$ cat src/rtl/uart_pkg.sv
// Shared UART types and defaults.
// State encoding and rate defaults for the baud tick logic.
package uart_pkg;

    typedef enum logic [1:0] {
        DISABLED = 2'd0,
        RUN      = 2'd1,
        PENDING  = 2'd2
    } brc_state_t;

    localparam int UART_OS_RATE     = 16;
    localparam int UART_DEFAULT_DIV = 100;

endpackage

$ cat src/rtl/baud_tick_counter.sv
// Loadable divide-by-N counter.
// Emits a one-cycle tick every div cycles while run is high.
module baud_tick_counter #(
    parameter int WIDTH = 16
) (
    input  logic             clk,
    input  logic             reset,
    input  logic             run,
    input  logic             clr,
    input  logic [WIDTH-1:0] div,
    output logic             tick
);

    logic [WIDTH-1:0] cnt;
    logic [WIDTH-1:0] div_m1;

    assign div_m1 = div - WIDTH'(1);
    assign tick   = run && (cnt == div_m1);

    // Count up to div-1 and wrap; clear has priority over wrapping.
    always_ff @(posedge clk) begin
        if (!reset) begin
            cnt <= '0;
        end else if (clr || !run) begin
            cnt <= '0;
        end else if (tick) begin
            cnt <= '0;
        end else begin
            cnt <= cnt + WIDTH'(1);
        end
    end

endmodule

$ cat src/rtl/baud_rate_controller.sv
// Runtime-programmable baud tick source.
// Defers divisor changes until the serial link is idle.
module baud_rate_controller
    import uart_pkg::*;
#(
    parameter int DIV_WIDTH   = 16,
    parameter int DEFAULT_DIV = UART_DEFAULT_DIV,
    parameter int OS_RATE     = UART_OS_RATE,
    parameter int OS_WIDTH    = 4
) (
    input  logic                 clk,
    input  logic                 reset,
    input  logic                 en,
    input  logic                 link_busy,
    input  logic                 cfg_valid,
    input  logic [DIV_WIDTH-1:0] cfg_div,
    output logic                 cfg_ready,
    output logic                 cfg_err,
    output logic [DIV_WIDTH-1:0] div_active,
    output logic                 os_tick,
    output logic                 bit_tick,
    output logic                 running
);

    brc_state_t           state;
    logic [DIV_WIDTH-1:0] pend_div;
    logic [OS_WIDTH-1:0]  phase;
    logic                 acc;
    logic                 div_good;
    logic                 acc_ok;
    logic                 acc_bad;
    logic                 cnt_run;
    logic                 cnt_clr;
    logic                 phase_last;

    assign acc        = cfg_valid && cfg_ready;
    assign div_good   = cfg_div >= DIV_WIDTH'(2);
    assign acc_ok     = acc && div_good;
    assign acc_bad    = acc && !div_good;
    assign cnt_run    = state != DISABLED;
    assign phase_last = phase == OS_WIDTH'(OS_RATE - 1);
    assign bit_tick   = os_tick && phase_last;

    // Counters restart whenever a divisor is applied or ticking stops.
    always_comb begin
        cnt_clr = 1'b1;
        unique case (state)
            DISABLED: cnt_clr = 1'b1;
            RUN:      cnt_clr = !en || (acc_ok && !link_busy);
            PENDING:  cnt_clr = !en || !link_busy;
            default:  cnt_clr = 1'b1;
        endcase
    end

    baud_tick_counter #(
        .WIDTH (DIV_WIDTH)
    ) u_cnt (
        .clk   (clk),
        .reset (reset),
        .run   (cnt_run),
        .clr   (cnt_clr),
        .div   (div_active),
        .tick  (os_tick)
    );

    // Oversample phase: counts os_ticks, wraps after OS_RATE-1.
    always_ff @(posedge clk) begin
        if (!reset) begin
            phase <= '0;
        end else if (cnt_clr) begin
            phase <= '0;
        end else if (os_tick) begin
            phase <= phase_last ? '0 : phase + OS_WIDTH'(1);
        end
    end

    // Control FSM: handshake, divisor apply/defer, registered status.
    always_ff @(posedge clk) begin
        if (!reset) begin
            state      <= DISABLED;
            div_active <= DIV_WIDTH'(DEFAULT_DIV);
            pend_div   <= '0;
            cfg_ready  <= 1'b1;
            cfg_err    <= 1'b0;
            running    <= 1'b0;
        end else begin
            cfg_err <= acc_bad;
            unique case (state)
                DISABLED: begin
                    if (acc_ok) div_active <= cfg_div;
                    if (en) begin
                        state   <= RUN;
                        running <= 1'b1;
                    end
                end
                RUN: begin
                    if (!en) begin
                        if (acc_ok) div_active <= cfg_div;
                        state   <= DISABLED;
                        running <= 1'b0;
                    end else if (acc_ok && !link_busy) begin
                        div_active <= cfg_div;
                    end else if (acc_ok) begin
                        pend_div  <= cfg_div;
                        state     <= PENDING;
                        cfg_ready <= 1'b0;
                    end
                end
                PENDING: begin
                    if (!en || !link_busy) begin
                        div_active <= pend_div;
                        cfg_ready  <= 1'b1;
                        if (!en) begin
                            state   <= DISABLED;
                            running <= 1'b0;
                        end else begin
                            state <= RUN;
                        end
                    end
                end
                default: begin
                    state     <= DISABLED;
                    cfg_ready <= 1'b1;
                    running   <= 1'b0;
                end
            endcase
        end
    end

endmodule
$ cat config.mk
export PLATFORM = sky130hd
export DESIGN_NAME = baud_rate_controller
export DESIGN_NICKNAME = d
export VERILOG_FILES = /design/src/rtl/uart_pkg.sv /design/src/rtl/baud_tick_counter.sv /design/src/rtl/baud_rate_controller.sv
export SDC_FILE = /design/constraint.sdc
export NUM_CORES = 1
export LEC_CHECK = 0
export BUFFER_PORTS_ARGS = -buffer_cell sky130_fd_sc_hd__buf_2
export CORE_UTILIZATION = 45
export DETAILED_ROUTE_END_ITERATION = 12
export PLACE_DENSITY_LB_ADDON = 0.15
export SLEW_MARGIN = 25
export SYNTH_ARGS = -nofsm -noshare
export SYNTH_HDL_FRONTEND = slang
export SYNTH_SLANG_ARGS = --single-unit
$ cat constraint.sdc
create_clock -name clk -period 3.6 [get_ports clk]
set_clock_uncertainty 0.05 [all_clocks]
set_input_delay 0.72 -clock clk [delete_from_list [all_inputs] [get_ports clk]]
set_output_delay 0.72 -clock clk [all_outputs]
set_load 0.005 [all_outputs]
==> metrics.csv <==
metric,value,unit
Max Root-Sink Buffers,2,
largest net degree at the start of global routing,21,
core area,6460,um2
number of synthesized flops with an enable pin,0,
Final Hold Fails,0,
"Req. time, crit path",2830,ps
clock latency on the worst-skew pair,340,ps
status,finished with violations,
Post-DP HPWL,5440,um
part of the cycle the worst path needs,95.4,%
Post-Synthesis Cells,349,
Least-Margin Pin Slew,904,ps
syn_area_per_cell,8.73,um2
number of CTS-inserted buffers,9,
Clock Sinks,57,
Core Rows,29,
die extent in x,84.3,um
LEAKAGE,1.50,nW
Critical Path Source Type,flop,
ratio of cells with drive above 1 in the final layout,19.2,%
violated checks,design-rule violations,
CTS root buf,clkbuf_8,
post-synthesis sequential area ratio,37.4,%
Synth async-reset ratio,0,%
Critical Path AT,2660,ps
routed vias/inst,5.75,
CP Capture Type,output pin,
Psw,479,uW
"Design Area, Final",3620,um2
die height,84.3,um
GP Congestion,0.885,
placed cell area,3310,um2
io pins,42,
Worst Hold Launch,phase[1],
synthesis-stage register bit count,57,
pre-CTS setup slack,190,ps
Critical Path Source,div_active[1],
H-tree levels,3,
total grt overflow,0,
ANT nets after route,0,
antenna cells,0,
r2r startpoint,div_active[1],
Yosys top cell by area,dfxtp_1,
gr busiest metal,met2,
global-route track usage on met2,34.7,%
via count,2712,
met1 usage,30.1,%
power share of the combinational group,17.3,%
Synth top cells by count,"dfxtp_1 (57), nor2_1 (47), nand2_1 (22), mux2i_1 (19), xnor2_1 (18)",
total wire length,7580,um
met3 global-route usage,4.52,%
Residual DRC,3,
first-pass GRT wire length,12500,um
DRT iter0 DRCs,145,
final setup margin,166,ps
"slowest stage delay, CP",450,ps
crit path max-delay cell type,a2111o_1,
Initial Utilization,47.2,%
1st-pass router iterations,9,
"Setup violations, final",0,
Avg WL per Cell,16.1,um
"Cell Area, Synth",3050,um2
final count of pins violating max slew,0,
post-route setup TNS,0,ps
max cap viols,0,
antenna violations before repair,0,
Sequential cell area,1140,um2
"Worst Path Class, Setup",flop to output pin,
Clock transition at path regs,70,ps
CTS tree,built,
internal power,1.20,mW
Syn. warnings,0,
Synth area leaders,"dfxtp_1 (37%), mux2i_1 (6.2%), nor2_1 (5.8%)",
most numerous cell in the Yosys netlist,dfxtp_1,
total power,1.68,mW
FMAX,0.291,GHz
top cell type's share of synthesized area,37.4,%
Post-synth top flop,dfxtp_1,
min Tclk post-route,3430,ps
Worst slew margin,39.2,%
PwrDens,462,nW/um2
fraction of power consumed by sequential logic,42.0,%
clock share of power,40.7,%
area of the multi-input gates,1860,um2
synth-to-layout area growth,18.9,%
Post-Place Cells,455,
Syn Nets,377,
IO buf count,41,
vias in the first global route,2593,
CP Max Fanout,6,
final hold slack,439,ps
crit path cell chain,"inv_1, ha_4, nor4b_4, and3_1, o211ai_1, a2111o_1, or3_4, nor2_1, buf_2",
switch share,28.6,%
Peak supply drop,0.347,mV
post-layout util,56.1,%
Filler cells,597,
die area,7110,um2
Hold/Removal Path Class,flop to flop,
Non-Filler Instances,472,
Bufs and invs on worst path,2,
Synth cell types,53,
NumNets Final,418,
total track usage,22.1,%
unrepaired setup endpoints after global routing,false,
family with the most delay on the worst path,simple AND/OR/NAND/NOR gates,
## state kept, by name, indices dropped and copies added (netlist names)
register / cells
div_active: 16
phase: 4
pend_div: 16
u_cnt.cnt: 16
state: 2
cfg_ready: 1
running: 1
cfg_err: 1
## timing repair
item / CTS / global route
hold buffers: 0 / 0
pin swaps: 0 / 2
buffers inserted: 0 / 1
setup endpoints to repair: 2 / 2
resized for setup: 6 / 7
gates cloned: 0 / 0
## kinds of logic (layout without fill, tap and decap cells)
logic type	Yosys count	count (layout)	share of synthesized area [%]
AO/OA/AOI/OAI	68	68	17.3
XOR/XNOR	35	35	10.1
adder cells (fa/ha/maj)	7	7	2.87
buffers and inverters	30	76	3.98
flip-flops	57	57	37.4
multiplexers	19	19	6.24
AND/OR/NAND/NOR	133	133	22.1
## power by group through the flow
stage	sequential, mW	combinational (mW)	clock [mW]
2_1_floorplan	0.704	0.180	0
3_3_place_gp	0.714	0.263	0
3_5_place_dp	0.714	0.265	0
4_1_cts	0.701	0.275	0.700
5_1_grt	0.708	0.320	0.726
6_report	0.704	0.290	0.682
## final timing paths
kind         depth (start not counted)  slack (ps)            end
max                                  9         170       bit_tick
min                                  2         440       phase[1]
max reg2reg                          9         880  u_cnt.cnt[10]
min reg2reg                          2         440       phase[1]
## routing by layer
metal	routed length [um]	up-vias	part of all wire (%)
li1	-	1353	-
met5	0	-	0
met2	3450	64	45
met3	291	7	3.8
met1	3760	1288	50
met4	82	0	1.1
## tightest hold or removal path, stage by stage (launching register included)
cell     delay, ps
dfxtp_1        320
nand2_1         60
mux2i_1         60
## layout by cell type, fill, tap and decap left out, types with 6 or more instances in the layout
| cell type | n |
|---|---|
| clkbuf_8 | 10 |
| xor2_1 | 17 |
| o2bb2ai_1 | 13 |
| nor2_1 | 47 |
| nor3_1 | 13 |
| a21oi_1 | 9 |
| xnor2_1 | 18 |
| dfxtp_1 | 56 |
| ha_1 | 6 |
| nand4_1 | 7 |
| a22oi_1 | 16 |
| mux2i_1 | 19 |
| buf_4 | 6 |
| inv_1 | 13 |
| nor4_1 | 6 |
| nand3_1 | 10 |
| buf_2 | 41 |
| nand2_1 | 22 |
## layout make-up
type	instances	share of cell area, %
multi-input combinational	262	51.3
clock buffer	10	3.80
timing repair buffer	47	6.90
sequential	57	31.5
clock inverter	6	2.49
inverter	13	1.35
tap	77	2.66
No activity file was read; power rests on OpenSTA's default activity.
